<file path="src/rtl/oled_line_sched.sv">
// Round-robin arbiter sharing one OLED character-write port among four line requesters.
// Optional build macro OLED_BLANK_PAD_EN: a fetched NUL blanks the rest of the line with spaces.
module oled_line_sched #(
  parameter int LINE_LEN = 16,
  parameter int COL_W    = 4,
  parameter int CHAR_W   = 8
) (
  input  logic              clk,
  input  logic              rst,
  input  logic [3:0]        req,
  output logic [1:0]        rd_sel,
  output logic [COL_W-1:0]  rd_idx,
  input  logic [CHAR_W-1:0] rd_char,
  output logic              oled_wr_en,
  input  logic              oled_ready,
  output logic [1:0]        oled_row,
  output logic [COL_W-1:0]  oled_col,
  output logic [CHAR_W-1:0] oled_char,
  output logic [3:0]        done,
  output logic              busy
);

  localparam logic [1:0] S_IDLE  = 2'd0;
  localparam logic [1:0] S_FETCH = 2'd1;
  localparam logic [1:0] S_WRITE = 2'd2;
  localparam logic [1:0] S_DONE  = 2'd3;

  localparam logic [COL_W-1:0] LAST_COL = COL_W'(LINE_LEN - 1);
`ifdef OLED_BLANK_PAD_EN
  localparam logic [CHAR_W-1:0] SPACE = CHAR_W'(32'h20);
`endif

  logic [1:0]        state_q, state_d;
  logic [3:0]        pend_q, pend_d;
  logic [3:0]        pend_clr;
  logic [1:0]        ptr_q, ptr_d;
  logic [1:0]        grant_q, grant_d;
  logic [COL_W-1:0]  col_q, col_d;
  logic [1:0]        rd_sel_q, rd_sel_d;
  logic [COL_W-1:0]  rd_idx_q, rd_idx_d;
  logic [CHAR_W-1:0] char_q, char_d;
  logic              first_q, first_d;
  logic [1:0]        arb_gnt;
  logic [CHAR_W-1:0] wr_char;
`ifdef OLED_BLANK_PAD_EN
  logic              pad_q, pad_d;
`endif

  // Scan from ptr+4 down to ptr+1 so the nearest pending requester after ptr wins.
  always_comb begin
    logic [1:0] cand;
    cand    = '0;
    arb_gnt = '0;
    for (int k = 4; k >= 1; k--) begin
      cand = ptr_q + 2'(k);
      if (pend_q[cand]) begin
        arb_gnt = cand;
      end
    end
  end

  // The source answers one cycle after the address, so the character first
  // appears in the opening WRITE cycle and is held in char_q from then on.
  always_comb begin
`ifdef OLED_BLANK_PAD_EN
    wr_char = (pad_q || (rd_char == '0)) ? SPACE : rd_char;
`else
    wr_char = rd_char;
`endif
  end

  always_comb begin
    state_d  = state_q;
    pend_clr = '0;
    ptr_d    = ptr_q;
    grant_d  = grant_q;
    col_d    = col_q;
    rd_sel_d = rd_sel_q;
    rd_idx_d = rd_idx_q;
    char_d   = char_q;
    first_d  = first_q;
`ifdef OLED_BLANK_PAD_EN
    pad_d    = pad_q;
`endif

    case (state_q)
      S_IDLE: begin
        if (pend_q != 4'b0000) begin
          grant_d            = arb_gnt;
          ptr_d              = arb_gnt;
          pend_clr[arb_gnt]  = 1'b1;
          col_d              = '0;
          rd_sel_d           = arb_gnt;
          rd_idx_d           = '0;
`ifdef OLED_BLANK_PAD_EN
          pad_d              = 1'b0;
`endif
          state_d            = S_FETCH;
        end
      end

      S_FETCH: begin
        first_d = 1'b1;
        state_d = S_WRITE;
      end

      S_WRITE: begin
        if (first_q) begin
          char_d  = wr_char;
          first_d = 1'b0;
`ifdef OLED_BLANK_PAD_EN
          pad_d   = pad_q | (rd_char == '0);
`endif
        end
        if (oled_ready) begin
          if (col_q == LAST_COL) begin
            state_d = S_DONE;
          end else begin
            col_d   = col_q + 1'b1;
            state_d = S_FETCH;
`ifdef OLED_BLANK_PAD_EN
            // Once blanking, the source is no longer read and rd_idx parks.
            if (!pad_d) begin
              rd_idx_d = col_q + 1'b1;
            end
`else
            rd_idx_d = col_q + 1'b1;
`endif
          end
        end
      end

      default: begin
        state_d = S_IDLE;
      end
    endcase

    // A request landing on the grant cycle survives, forcing one more rewrite.
    pend_d = (pend_q & ~pend_clr) | req;
  end

  always_ff @(posedge clk) begin
    if (rst) begin
      state_q  <= S_IDLE;
      pend_q   <= '0;
      ptr_q    <= 2'd3;
      grant_q  <= '0;
      col_q    <= '0;
      rd_sel_q <= '0;
      rd_idx_q <= '0;
      char_q   <= '0;
      first_q  <= 1'b0;
`ifdef OLED_BLANK_PAD_EN
      pad_q    <= 1'b0;
`endif
    end else begin
      state_q  <= state_d;
      pend_q   <= pend_d;
      ptr_q    <= ptr_d;
      grant_q  <= grant_d;
      col_q    <= col_d;
      rd_sel_q <= rd_sel_d;
      rd_idx_q <= rd_idx_d;
      char_q   <= char_d;
      first_q  <= first_d;
`ifdef OLED_BLANK_PAD_EN
      pad_q    <= pad_d;
`endif
    end
  end

  assign rd_sel     = rd_sel_q;
  assign rd_idx     = rd_idx_q;
  assign oled_wr_en = (state_q == S_WRITE);
  assign oled_row   = grant_q;
  assign oled_col   = col_q;
  assign oled_char  = (state_q == S_WRITE && first_q) ? wr_char : char_q;
  assign done       = (state_q == S_DONE) ? (4'b0001 << grant_q) : 4'b0000;
  assign busy       = (state_q != S_IDLE);

endmodule

</file>
<file path="config.mk">
export PLATFORM = sky130hd
export DESIGN_NAME = oled_line_sched
export DESIGN_NICKNAME = d
export VERILOG_FILES = /design/src/rtl/oled_line_sched.sv
export SDC_FILE = /design/constraint.sdc
export NUM_CORES = 1
export LEC_CHECK = 0
export CAP_MARGIN = 5
export CORE_UTILIZATION = 30
export CTS_CLUSTER_DIAMETER = 40
export DETAILED_ROUTE_END_ITERATION = 6
export PLACE_DENSITY = 0.68
export SKIP_LAST_GASP = 1
export SLEW_MARGIN = 20
export SYNTH_ARGS = -nofsm -noshare
export SYNTH_HDL_FRONTEND = slang
export SYNTH_SLANG_ARGS = --single-unit
export TNS_END_PERCENT = 30
</file>
<file path="constraint.sdc">
create_clock -name clk -period 1.7 [get_ports clk]
set_input_delay 0.17 -clock clk [delete_from_list [all_inputs] [get_ports clk]]
set_output_delay 0.17 -clock clk [all_outputs]
set_load 0.05 [all_outputs]
</file>
==> impl_metrics.prom, run 1 <==
# TYPE chip_impl_metric gauge
chip_impl_info{name="run_status",value="complete, no violations"} 1
chip_impl_info{name="cpMaxStageDelayCell",value="a2111oi_2"} 1
chip_impl_metric{name="antennaDiodeCount",unit=""} 0
chip_impl_metric{name="worst_ep_arrival_time",unit="ps"} 1840
chip_impl_metric{name="core",unit="µm²"} 3770
chip_impl_metric{name="grt_use_total",unit=""} 0.133
chip_impl_info{name="yosysMostFrequentCell",value="dfxtp_1"} 1
chip_impl_metric{name="grt_antenna_before_repair",unit=""} 0
chip_impl_metric{name="final-hold-violation-count",unit=""} 0
chip_impl_metric{name="regArea",unit="µm²"} 463
chip_impl_metric{name="flow.area_growth_from_synthesis",unit="%"} 46.0
chip_impl_metric{name="max-slew-margin-rel",unit=""} 0.667
chip_impl_metric{name="die-area",unit="µm²"} 4320
chip_impl_metric{name="design.portCount",unit=""} 41
chip_impl_info{name="worstReg2RegStart",value="state_q[0]$_SDFFE_PP0P_"} 1
chip_impl_metric{name="max_slew.worst_pin.slew",unit="ps"} 496
chip_impl_metric{name="buffer_ports.inserted",unit=""} 40
chip_impl_metric{name="route.antenna.remaining_nets",unit=""} 0
chip_impl_metric{name="worst-r2r-cell-count",unit=""} 7
chip_impl_info{name="worstHoldPathType",value="input pin to register"} 1
chip_impl_metric{name="post-route-min-period",unit="ps"} 1680
chip_impl_metric{name="drt_pre_antenna_iters",unit=""} 4
chip_impl_metric{name="power.switching",unit="mW"} 0.845
chip_impl_metric{name="power.clock.fraction",unit=""} 0.172
chip_impl_metric{name="place_ws",unit="ps"} 76.5
chip_impl_metric{name="clk_latency",unit="ps"} 270
chip_impl_metric{name="grt_start_max_net_pins",unit=""} 14
chip_impl_metric{name="final_core_utilization",unit=""} 0.472
chip_impl_metric{name="async_flop_share",unit=""} 0
chip_impl_metric{name="finalSetupViolations",unit=""} 0
chip_impl_metric{name="critical_path.max_stage_delay",unit="ps"} 380
chip_impl_metric{name="pwr-share-seq",unit=""} 0.358
chip_impl_metric{name="drt_iter0_markers",unit=""} 21
chip_impl_metric{name="path_clk_slew",unit="ps"} 80
chip_impl_metric{name="vias",unit=""} 1030
chip_impl_info{name="rsz0062_at_grt",value="yes"} 1
chip_impl_info{name="prevailing_post_synth_register_cell",value="dfxtp_1"} 1
chip_impl_metric{name="overall_power",unit="mW"} 2.01
chip_impl_metric{name="cts-hold-fix-buffers",unit=""} 0
chip_impl_metric{name="placed_cells_incl_taps",unit=""} 210
chip_impl_metric{name="cts.sink_count",unit=""} 23
chip_impl_info{name="path_class",value="register to register"} 1
chip_impl_metric{name="fp.dieH",unit="µm"} 65.7
chip_impl_metric{name="worst_case_hold_slack",unit="ps"} 499
chip_impl_metric{name="power.internal",unit="mW"} 1.16
chip_impl_metric{name="overflow",unit=""} 0
chip_impl_metric{name="switching_share",unit=""} 0.421
chip_impl_metric{name="required",unit="ps"} 1850
chip_impl_metric{name="timing.hold.worst_path_depth",unit=""} 3
chip_impl_metric{name="layout-drive-gt1-share",unit=""} 0.375
chip_impl_metric{name="p_leak",unit="nW"} 0.750
chip_impl_metric{name="post_drt_wl_per_cell",unit="µm"} 12.5
chip_impl_metric{name="timing.max_cap.violations",unit=""} 0
chip_impl_metric{name="synth-edff-count",unit=""} 0
chip_impl_metric{name="wirelength",unit="mm"} 2.70
chip_impl_metric{name="post-synth-top-area-fraction",unit=""} 0.378
chip_impl_metric{name="max_clock_freq",unit="MHz"} 594
chip_impl_metric{name="detailedPlacementHpwl",unit="mm"} 2.08
chip_impl_info{name="endpoint_kind",value="register"} 1
chip_impl_metric{name="syn_area_per_cell",unit="µm²"} 9.45
chip_impl_info{name="yosys.area.top_type",value="dfxtp_1"} 1
chip_impl_metric{name="footprint_of_the_multi_input_gates",unit="µm²"} 709
chip_impl_metric{name="finalNetCount",unit=""} 188
chip_impl_metric{name="tritoncts.num_buffers",unit=""} 3
chip_impl_metric{name="clock_tree.buffer_depth",unit=""} 2
chip_impl_metric{name="final.fill_count",unit=""} 334
chip_impl_info{name="timing.hold.worst.start",value="req[2]"} 1
chip_impl_metric{name="globalplace.congestion",unit=""} 0.783
chip_impl_metric{name="count_of_unresolved_drc_violations_after_routing",unit=""} 0
chip_impl_metric{name="count_of_non_filler_cells_in_the_finished_layout",unit=""} 216
chip_impl_metric{name="path_max_fanout",unit=""} 7
chip_impl_metric{name="final_max_slew_viol_count",unit=""} 0
chip_impl_metric{name="comb_power_share",unit=""} 0.470
chip_impl_info{name="cp_cell_sequence",value="inv_2 -> ha_4 -> buf_4 -> and4_4 -> a2111oi_2 -> xnor2_1 -> nor2_1"} 1
chip_impl_metric{name="htree_levels",unit=""} 1
chip_impl_metric{name="yosys_warnings",unit=""} 0
chip_impl_metric{name="routed_via_density",unit=""} 4.77
chip_impl_metric{name="finalClockSkew",unit="ps"} 3.31
chip_impl_metric{name="synth_sequential_area_ratio",unit=""} 0.378
chip_impl_metric{name="r2r_setup_slack",unit="ps"} 20
chip_impl_info{name="synth_area_leaders",value="dfxtp_1, mux2_2, nor2_1, and2_1, ha_1"} 1
chip_impl_info{name="critical_path.startpoint_type",value="register"} 1
chip_impl_metric{name="ys_ff_latch",unit=""} 23
chip_impl_info{name="cts_root_buf",value="clkbuf_8"} 1
chip_impl_metric{name="initial_core_util",unit=""} 0.323
chip_impl_metric{name="postSynthCellCount",unit=""} 129
chip_impl_metric{name="number_of_global_route_vias_before_repair",unit=""} 1015
chip_impl_metric{name="syn-cell-area",unit="µm²"} 1220
chip_impl_metric{name="die_width",unit="µm"} 65.7
chip_impl_metric{name="grt_pass1_wl",unit="mm"} 4.41
chip_impl_metric{name="synthDistinctLibCells",unit=""} 38
chip_impl_info{name="ys_top_cells_by_count",value="dfxtp_1, nor2_1, inv_1, and2_1, mux2_2"} 1
chip_impl_metric{name="synthesis.nets",unit=""} 148
chip_impl_info{name="holdPathEnd",value="pend_q[2]$_SDFF_PP0_"} 1
chip_impl_info{name="cts_tree",value="built"} 1
chip_impl_metric{name="max-vdd-ir-drop",unit="mV"} 0.430
chip_impl_metric{name="fp-row-count",unit=""} 22
chip_impl_metric{name="final.setup.worst_slack",unit="ps"} 17.6
chip_impl_metric{name="finalCritPeriodShare",unit=""} 0.990
chip_impl_info{name="r2r_endpoint",value="rd_idx[2]$_SDFFE_PP0P_"} 1
chip_impl_metric{name="pwr_density_cell",unit="nW/µm²"} 1130
## area by class of cell
type,instances,area share
multi-input cells,87,0.399
flip-flops and latches,23,0.260
repair buffers,44,0.260
well taps,48,0.0338
clock buffers,3,0.0232
inverters,10,0.0211
clock inverters,1,0.00281
## worst max-delay path, delay by kind of cell, from the launching register on
family | cells | cell delay [ps]
compound gates | 1 | 380
xor+xnor | 1 | 160
simple gates | 2 | 250
fa+ha+maj | 1 | 180
buf+inv | 2 | 230
flops | 1 | 360
## metrics by stage
stage,instance area (µm²),setup TNS [ps]
2_1_floorplan,1240,-233
3_3_place_gp,1660,0
3_5_place_dp,1660,0
4_1_cts,1760,0
5_1_grt,1780,-212
6_report,1780,0
## layer usage
layer  global-route usage  wire [µm]  vias up
li1                     -          -      517
met1                0.149       1120      480
met2                0.235       1400       28
met3               0.0313        142        5
met4               0.0571         37        0
met5                    0          0        -
## power groups by stage
stage               registers, mW  clock network, mW  logic, mW
finish                      0.718              0.346      0.944
global route                0.730              0.397       1.01
CTS                         0.715              0.360      0.914
detailed placement          0.717                  0      0.886
global placement            0.709                  0      0.869
floorplan                   0.770                  0      0.580
## cells in the final DEF (no fill, tap or decap), types with 6 or more instances in the layout
master / Yosys / routed
dfxtp_1: 23 / 21
clkdlybuf4s50_1: 0 / 14
inv_1: 9 / 8
buf_12: 0 / 6
nor2_1: 15 / 15
a21oi_1: 7 / 6
buf_4: 6 / 18
buf_6: 1 / 6
and2_1: 8 / 8
mux2_2: 8 / 7
## cells by family after synthesis
group                      count (synthesis)  synth area share
muxes                                     10            0.0904
buffers and inverters                     19            0.0832
adders and majority gates                  4            0.0411
and+or+nand+nor                           48             0.228
DFF                                       23             0.378
xor gates and xnor gates                   2            0.0144
AOI/OAI and AO/OA                         23             0.165
## worst max path at each step
| stage | start | endpoint | slack (ps) | cells past startpoint |
|---|---|---|---|---|
| 2_1_floorplan | state_q[0]$_SDFFE_PP0P_ | char_q[0]$_SDFFE_PP0P_ | -30 | 6 |
| 6_report | state_q[0]$_SDFFE_PP0P_ | rd_idx[2]$_SDFFE_PP0P_ | 20 | 7 |
| 4_1_cts | state_q[0]$_SDFFE_PP0P_ | oled_char[7] | 20 | 5 |
| 3_3_place_gp | state_q[1]$_SDFFE_PP0P_ | rd_idx[1]$_SDFFE_PP0P_ | 140 | 6 |
| 3_5_place_dp | state_q[0]$_SDFFE_PP0P_ | oled_char[3] | 80 | 5 |
| 5_1_grt | state_q[0]$_SDFFE_PP0P_ | rd_idx[2]$_SDFFE_PP0P_ | -40 | 7 |
## repair_timing
item	CTS	global route
resized for setup	10	4
pin swaps	0	3
cloned	0	0
buffers inserted	2	0
endpoints found under the setup margin	8	13
## registers in the layout, summed over array words and instances, names as in the netlist
signal   flops
first_q      1
pend_q       4
ptr_q        2
rd_sel       2
char_q       8
state_q      2
rd_idx       4
Note: power is estimated with default switching activity, not from simulation.
==> run 2: changes to the inputs <==
- MAX_ROUTING_LAYER: unset -> met4
- clock period: 1.7 -> 1.5 ns (I/O delays scaled with it)
==> impl_metrics.prom, run 2 (synthesis results as in run 1) <==
# TYPE chip_impl_metric gauge
chip_impl_info{name="run_status",value="finished with violations"} 1
chip_impl_info{name="violations",value="setup timing"} 1
chip_impl_metric{name="post_drt_wl_per_cell",unit="µm"} 13.0
chip_impl_metric{name="power.switching",unit="mW"} 0.976
chip_impl_metric{name="design.portCount",unit=""} 41
chip_impl_metric{name="p_leak",unit="nW"} 0.817
chip_impl_metric{name="globalplace.congestion",unit=""} 0.904
chip_impl_info{name="worstReg2RegStart",value="state_q[0]$_SDFFE_PP0P_"} 1
chip_impl_metric{name="total_buffers_and_inverters_traversed_by_the_critical_path",unit=""} 2
chip_impl_metric{name="max-slew-margin-rel",unit=""} 0.707
chip_impl_metric{name="number_of_global_route_vias_before_repair",unit=""} 1103
chip_impl_metric{name="routed_via_density",unit=""} 4.80
chip_impl_metric{name="die-area",unit="µm²"} 4320
chip_impl_info{name="source_of_the_critical_timing_path",value="state_q[0]$_SDFFE_PP0P_"} 1
chip_impl_metric{name="clk_latency",unit="ps"} 260
chip_impl_metric{name="comb_power_share",unit=""} 0.512
chip_impl_info{name="cpMaxStageDelayCell",value="dfxtp_2"} 1
chip_impl_metric{name="grt_pass1_wl",unit="mm"} 4.83
chip_impl_metric{name="grt_start_max_net_pins",unit=""} 13
chip_impl_metric{name="overflow",unit=""} 0
chip_impl_metric{name="max_slew.worst_pin.slew",unit="ps"} 439
chip_impl_metric{name="cts.sink_count",unit=""} 23
chip_impl_info{name="worst_path_dominant_cell_family",value="flip-flops"} 1
chip_impl_metric{name="path_clk_slew",unit="ps"} 80
chip_impl_metric{name="layout-drive-gt1-share",unit=""} 0.406
chip_impl_metric{name="final.fill_count",unit=""} 325
chip_impl_metric{name="max_clock_freq",unit="MHz"} 628
chip_impl_metric{name="power.internal",unit="mW"} 1.47
chip_impl_metric{name="cts-hold-fix-buffers",unit=""} 0
chip_impl_metric{name="buffer_ports.inserted",unit=""} 40
chip_impl_metric{name="finalCritPeriodShare",unit=""} 1.06
chip_impl_metric{name="tritoncts.num_buffers",unit=""} 3
chip_impl_metric{name="detailedPlacementHpwl",unit="mm"} 2.19
chip_impl_info{name="cp_cell_sequence",value="inv_2 -> ha_4 -> nand2_8 -> mux2_4 -> buf_6"} 1
chip_impl_metric{name="timing.max_cap.violations",unit=""} 0
chip_impl_metric{name="final_core_utilization",unit=""} 0.510
chip_impl_metric{name="core",unit="µm²"} 3770
chip_impl_metric{name="htree_levels",unit=""} 1
chip_impl_metric{name="post-route-min-period",unit="ps"} 1590
chip_impl_metric{name="worst_ep_arrival_time",unit="ps"} 1440
chip_impl_metric{name="vias",unit=""} 1070
chip_impl_metric{name="die_width",unit="µm"} 65.7
chip_impl_metric{name="fp-row-count",unit=""} 22
chip_impl_metric{name="count_of_unresolved_drc_violations_after_routing",unit=""} 0
chip_impl_metric{name="grt_use_total",unit=""} 0.152
chip_impl_metric{name="antennaDiodeCount",unit=""} 0
chip_impl_metric{name="drt_pre_antenna_iters",unit=""} 3
chip_impl_metric{name="finalClockSkew",unit="ps"} 4.75
chip_impl_info{name="worstHoldPathType",value="input pin to register"} 1
chip_impl_metric{name="path_max_fanout",unit=""} 8
chip_impl_info{name="register_containing_the_most_flip_flops_in_the_final_layout",value="char_q"} 1
chip_impl_metric{name="finalSetupTns",unit="ps"} -1080
chip_impl_metric{name="required",unit="ps"} 1350
chip_impl_metric{name="finalNetCount",unit=""} 195
chip_impl_metric{name="finalSetupViolations",unit=""} 16
chip_impl_info{name="cts_root_buf",value="clkbuf_8"} 1
chip_impl_metric{name="final.setup.worst_slack",unit="ps"} -93.6
chip_impl_metric{name="pwr-share-seq",unit=""} 0.333
chip_impl_metric{name="switching_share",unit=""} 0.399
chip_impl_metric{name="final-hold-violation-count",unit=""} 0
chip_impl_info{name="most-common-layout-cells",value="dfxtp_1, buf_4, nor2_1"} 1
chip_impl_info{name="cts_tree",value="built"} 1
chip_impl_metric{name="fp.dieH",unit="µm"} 65.7
chip_impl_metric{name="pwr_density_cell",unit="nW/µm²"} 1270
chip_impl_metric{name="route.antenna.remaining_nets",unit=""} 0
chip_impl_metric{name="power.clock.fraction",unit=""} 0.155
chip_impl_metric{name="flip_flop_count_of_the_largest_register_all_copies_and_words_added",unit=""} 8
chip_impl_metric{name="initial_core_util",unit=""} 0.323
chip_impl_info{name="rsz0062_at_grt",value="yes"} 1
chip_impl_info{name="path_class",value="register to output pin"} 1
chip_impl_metric{name="drt_iter0_markers",unit=""} 36
chip_impl_info{name="endpoint_kind",value="output pin"} 1
chip_impl_metric{name="wirelength",unit="mm"} 2.89
chip_impl_metric{name="grt_antenna_before_repair",unit=""} 0
chip_impl_info{name="critical_path.startpoint_type",value="register"} 1
chip_impl_metric{name="clock_tree.buffer_depth",unit=""} 2
chip_impl_metric{name="flow.area_growth_from_synthesis",unit="%"} 57.7
chip_impl_metric{name="max-vdd-ir-drop",unit="mV"} 0.597
chip_impl_metric{name="critical_path.max_stage_delay",unit="ps"} 330
chip_impl_info{name="timing.hold.worst.start",value="req[2]"} 1
chip_impl_metric{name="final_max_slew_viol_count",unit=""} 0
chip_impl_info{name="final_common_cell",value="dfxtp_1"} 1
## run 2: path summary, 6_finish.rpt
| check | cells after the start | slack, ps | end |
|---|---|---|---|
| hold / removal | 3 | 490 | pend_q[2]$_SDFF_PP0_ |
| setup reg to reg | 8 | -80 | rd_idx[1]$_SDFFE_PP0P_ |
| setup / recovery | 5 | -90 | oled_char[1] |
| hold reg to reg | 2 | 540 | rd_idx[1]$_SDFFE_PP0P_ |
## run 2: stage by stage
| stage | instance area, µm² | std cells | setup slack (ps) | power (mW) | hold WS (ps) |
|---|---|---|---|---|---|
| after floorplan | 1280 | 129 | -154 | 1.56 | 296 |
| after global placement | 1780 | 214 | 24.7 | 1.94 | 505 |
| after detailed placement | 1780 | 214 | -35.9 | 1.98 | 519 |
| after CTS | 1890 | 222 | -96.2 | 2.41 | 478 |
| after global routing | 1920 | 223 | -151 | 2.58 | 519 |
| final | 1920 | 223 | -93.6 | 2.44 | 485 |
## run 2: area by class of cell
class	instances	area, µm²	area share
inverter	10	37.5	0.0195
tap	48	60.1	0.0313
clock buffer	4	45.0	0.0234
multi-input combinational	87	743	0.387
sequential	23	463	0.241
timing repair buffer	51	573	0.298
## run 2: per-layer routing
layer | track usage | routed length (µm)
met1 | 0.155 | 1180
met2 | 0.278 | 1550
met3 | 0.0208 | 103
met4 | 0.0788 | 60
met5 | - | 0
## run 2: power by group through the flow
stage	Sequential [mW]	Clock [mW]	Combinational (mW)
after floorplan	0.887	0	0.673
after CTS	0.811	0.394	1.20
after global routing	0.826	0.422	1.33
after global placement	0.818	0	1.12
after detailed placement	0.827	0	1.15
final	0.813	0.378	1.25
## run 2: worst min-delay path: stages
cell and delay [ps]:
clkdlybuf4s50_1 420, inv_1 60, a311oi_1 70
## run 2: repair_timing
action / CTS / global route
gates resized for setup: 10 / 5
setup buffers: 4 / 1
setup endpoints to repair: 13 / 26
pin swaps: 1 / 2
cloned: 0 / 0
==> run 3: changes to the inputs <==
- SETUP_SLACK_MARGIN: unset -> 0.4
- SKIP_LAST_GASP: 1 -> unset
==> impl_metrics.prom, run 3 (synthesis results as in run 1) <==
# TYPE chip_impl_metric gauge
chip_impl_metric{name="fp-row-count",unit=""} 22
chip_impl_metric{name="overall_power",unit="mW"} 2.53
chip_impl_metric{name="pwr_density_cell",unit="nW/µm²"} 1260
chip_impl_metric{name="timing.max_cap.violations",unit=""} 0
chip_impl_metric{name="detailedPlacementHpwl",unit="mm"} 2.14
chip_impl_metric{name="final_max_slew_viol_count",unit=""} 0
chip_impl_metric{name="clock_tree.buffer_depth",unit=""} 2
chip_impl_metric{name="finalSetupViolations",unit=""} 14
chip_impl_info{name="violations",value="setup timing"} 1
chip_impl_metric{name="power.clock.fraction",unit=""} 0.158
chip_impl_metric{name="htree_levels",unit=""} 1
chip_impl_metric{name="route.antenna.remaining_nets",unit=""} 0
chip_impl_info{name="cp_cell_sequence",value="inv_4 -> ha_4 -> nand2_8 -> mux2_4 -> buf_6"} 1
chip_impl_metric{name="max-vdd-ir-drop",unit="mV"} 0.646
chip_impl_metric{name="path_clk_slew",unit="ps"} 90
chip_impl_metric{name="grt_start_max_net_pins",unit=""} 15
chip_impl_metric{name="final-hold-violation-count",unit=""} 0
chip_impl_metric{name="pwr-share-seq",unit=""} 0.331
chip_impl_metric{name="place_area",unit="µm²"} 1790
chip_impl_metric{name="grt_use_met3",unit=""} 0.0451
chip_impl_info{name="worstHoldPathType",value="input pin to register"} 1
chip_impl_metric{name="layout-drive-gt1-share",unit=""} 0.503
chip_impl_metric{name="max-slew-margin-rel",unit=""} 0.707
chip_impl_metric{name="finalCritPeriodShare",unit=""} 1.07
chip_impl_metric{name="required",unit="ps"} 1350
chip_impl_metric{name="layout.cell_area.non_filler",unit="µm²"} 2000
chip_impl_metric{name="vias",unit=""} 1087
chip_impl_info{name="worstReg2RegStart",value="state_q[0]$_SDFFE_PP0P_"} 1
chip_impl_metric{name="finalClockSkew",unit="ps"} 7.31
chip_impl_info{name="grt_busiest_layer",value="met2"} 1
chip_impl_metric{name="overflow",unit=""} 0
chip_impl_metric{name="finalSetupTns",unit="ps"} -1010
chip_impl_info{name="cts_tree",value="built"} 1
chip_impl_metric{name="groute.layer.met1.usage",unit=""} 0.173
chip_impl_metric{name="drt_pre_antenna_iters",unit=""} 4
chip_impl_metric{name="cts.sink_count",unit=""} 23
chip_impl_info{name="run_status",value="finished with violations"} 1
chip_impl_metric{name="globalplace.congestion",unit=""} 0.824
chip_impl_info{name="timing.hold.worst.start",value="req[2]"} 1
chip_impl_metric{name="place_ws",unit="ps"} -12.8
chip_impl_metric{name="grt_pass1_wl",unit="mm"} 4.85
chip_impl_metric{name="die-area",unit="µm²"} 4320
chip_impl_metric{name="power.switching",unit="mW"} 1.05
chip_impl_metric{name="count_of_unresolved_drc_violations_after_routing",unit=""} 0
chip_impl_metric{name="final.setup.worst_slack",unit="ps"} -102
chip_impl_metric{name="p_leak",unit="nW"} 0.826
chip_impl_metric{name="comb_power_share",unit=""} 0.511
chip_impl_metric{name="max_slew.worst_pin.slew",unit="ps"} 437
chip_impl_metric{name="post_drt_wl_per_cell",unit="µm"} 13.2
chip_impl_metric{name="critical_path.max_stage_delay",unit="ps"} 370
chip_impl_metric{name="tritoncts.num_buffers",unit=""} 3
chip_impl_metric{name="max_clock_freq",unit="MHz"} 624
chip_impl_info{name="most-common-layout-cells",value="buf_4, dfxtp_1, clkdlybuf4s50_1"} 1
chip_impl_info{name="rsz0062_at_grt",value="yes"} 1
chip_impl_metric{name="cts-hold-fix-buffers",unit=""} 0
chip_impl_info{name="path_class",value="register to output pin"} 1
chip_impl_info{name="cts_root_buf",value="clkbuf_8"} 1
chip_impl_metric{name="fp.dieH",unit="µm"} 65.7
chip_impl_info{name="register_containing_the_most_flip_flops_in_the_final_layout",value="char_q"} 1
chip_impl_metric{name="path_max_fanout",unit=""} 8
chip_impl_metric{name="flip_flop_count_of_the_largest_register_all_copies_and_words_added",unit=""} 8
chip_impl_metric{name="grt_antenna_before_repair",unit=""} 0
chip_impl_metric{name="post-route-min-period",unit="ps"} 1600
chip_impl_metric{name="wirelength",unit="mm"} 2.99
chip_impl_info{name="final_common_cell",value="buf_4"} 1
chip_impl_metric{name="drt_iter0_markers",unit=""} 28
chip_impl_metric{name="antennaDiodeCount",unit=""} 0
chip_impl_metric{name="finalNetCount",unit=""} 199
chip_impl_info{name="source_of_the_critical_timing_path",value="state_q[0]$_SDFFE_PP0P_"} 1
chip_impl_metric{name="buffer_ports.inserted",unit=""} 40
chip_impl_metric{name="routed_via_density",unit=""} 4.79
chip_impl_metric{name="initial_core_util",unit=""} 0.323
chip_impl_metric{name="core",unit="µm²"} 3770
chip_impl_metric{name="design.portCount",unit=""} 41
chip_impl_metric{name="final.fill_count",unit=""} 331
chip_impl_metric{name="number_of_global_route_vias_before_repair",unit=""} 1094
chip_impl_metric{name="die_width",unit="µm"} 65.7
chip_impl_metric{name="switching_share",unit=""} 0.415
chip_impl_metric{name="grt_use_total",unit=""} 0.150
chip_impl_info{name="endpoint_kind",value="output pin"} 1
chip_impl_info{name="critical_path.startpoint_type",value="register"} 1
chip_impl_metric{name="global_route.usage.met2",unit=""} 0.260
chip_impl_metric{name="power.internal",unit="mW"} 1.48
chip_impl_metric{name="worst_ep_arrival_time",unit="ps"} 1450
chip_impl_info{name="cpMaxStageDelayCell",value="dfxtp_2"} 1
chip_impl_metric{name="clk_latency",unit="ps"} 270
chip_impl_metric{name="flow.area_growth_from_synthesis",unit="%"} 64.4
## run 3: cell count changes in the layout (fill, tap and decap cells not counted), sizes merged
cell      delta
clkbuf       -1
clkinvlp     +2
inv          -1
buf          +4
## run 3: power by group through the flow
| stage | sequential (mW) | clock, mW | combinational (mW) |
|---|---|---|---|
| CTS | 0.828 | 0.412 | 1.18 |
| global route | 0.852 | 0.445 | 1.39 |
| finish | 0.837 | 0.400 | 1.29 |
| global placement | 0.834 | 0 | 1.09 |
| floorplan | 0.897 | 0 | 0.746 |
| detailed placement | 0.843 | 0 | 1.11 |
## run 3: worst paths after layout
path / to / slack, ps / cells after the start
setup / recovery: oled_char[0] / -100 / 5
hold / removal: pend_q[2]$_SDFF_PP0_ / 480 / 3
setup reg to reg: rd_idx[3]$_SDFFE_PP0P_ / -70 / 7
hold reg to reg: rd_idx[1]$_SDFFE_PP0P_ / 510 / 2
## run 3: routing by layer
layer | part of all wire | routed length [µm]
met5 | 0 | 0
met4 | 0.0063 | 19
met3 | 0.046 | 139
met2 | 0.51 | 1540
met1 | 0.43 | 1290
## run 3: metrics by stage
step / cells / util / hold WS [ps]
floorplan: 129 / - / 296
global placement: 213 / 0.475 / 481
detailed placement: 213 / 0.475 / 499
CTS: 222 / 0.509 / 472
global route: 227 / 0.531 / 490
finish: 227 / 0.531 / 483
## run 3: what timing repair did
| item | 4_1_cts | 5_1_grt |
|---|---|---|
| gates resized for setup | 11 | 16 |
| setup endpoints to repair | 38 | 41 |
| buffers inserted | 5 | 5 |
| pin swaps | 9 | 9 |
## run 3: cell type report
type / count / area, µm² / share of cell area
flip-flops and latches: 23 / 474 / 0.237
inverters: 10 / 43.8 / 0.0219
well taps: 48 / 60.1 / 0.0300
clock buffers: 3 / 41.3 / 0.0206
clock inverters: 1 / 7.51 / 0.00375
multi-input cells: 87 / 803 / 0.401
repair buffers: 55 / 573 / 0.286
## run 3: worst max-delay path: cells and delay by family, from the launching register on
family	cells	cell delay [ps]
flip-flops	1	370
multiplexers	1	320
buffers and inverters	2	200
adder cells (fa/ha/maj)	1	180
AND/OR/NAND/NOR	1	110
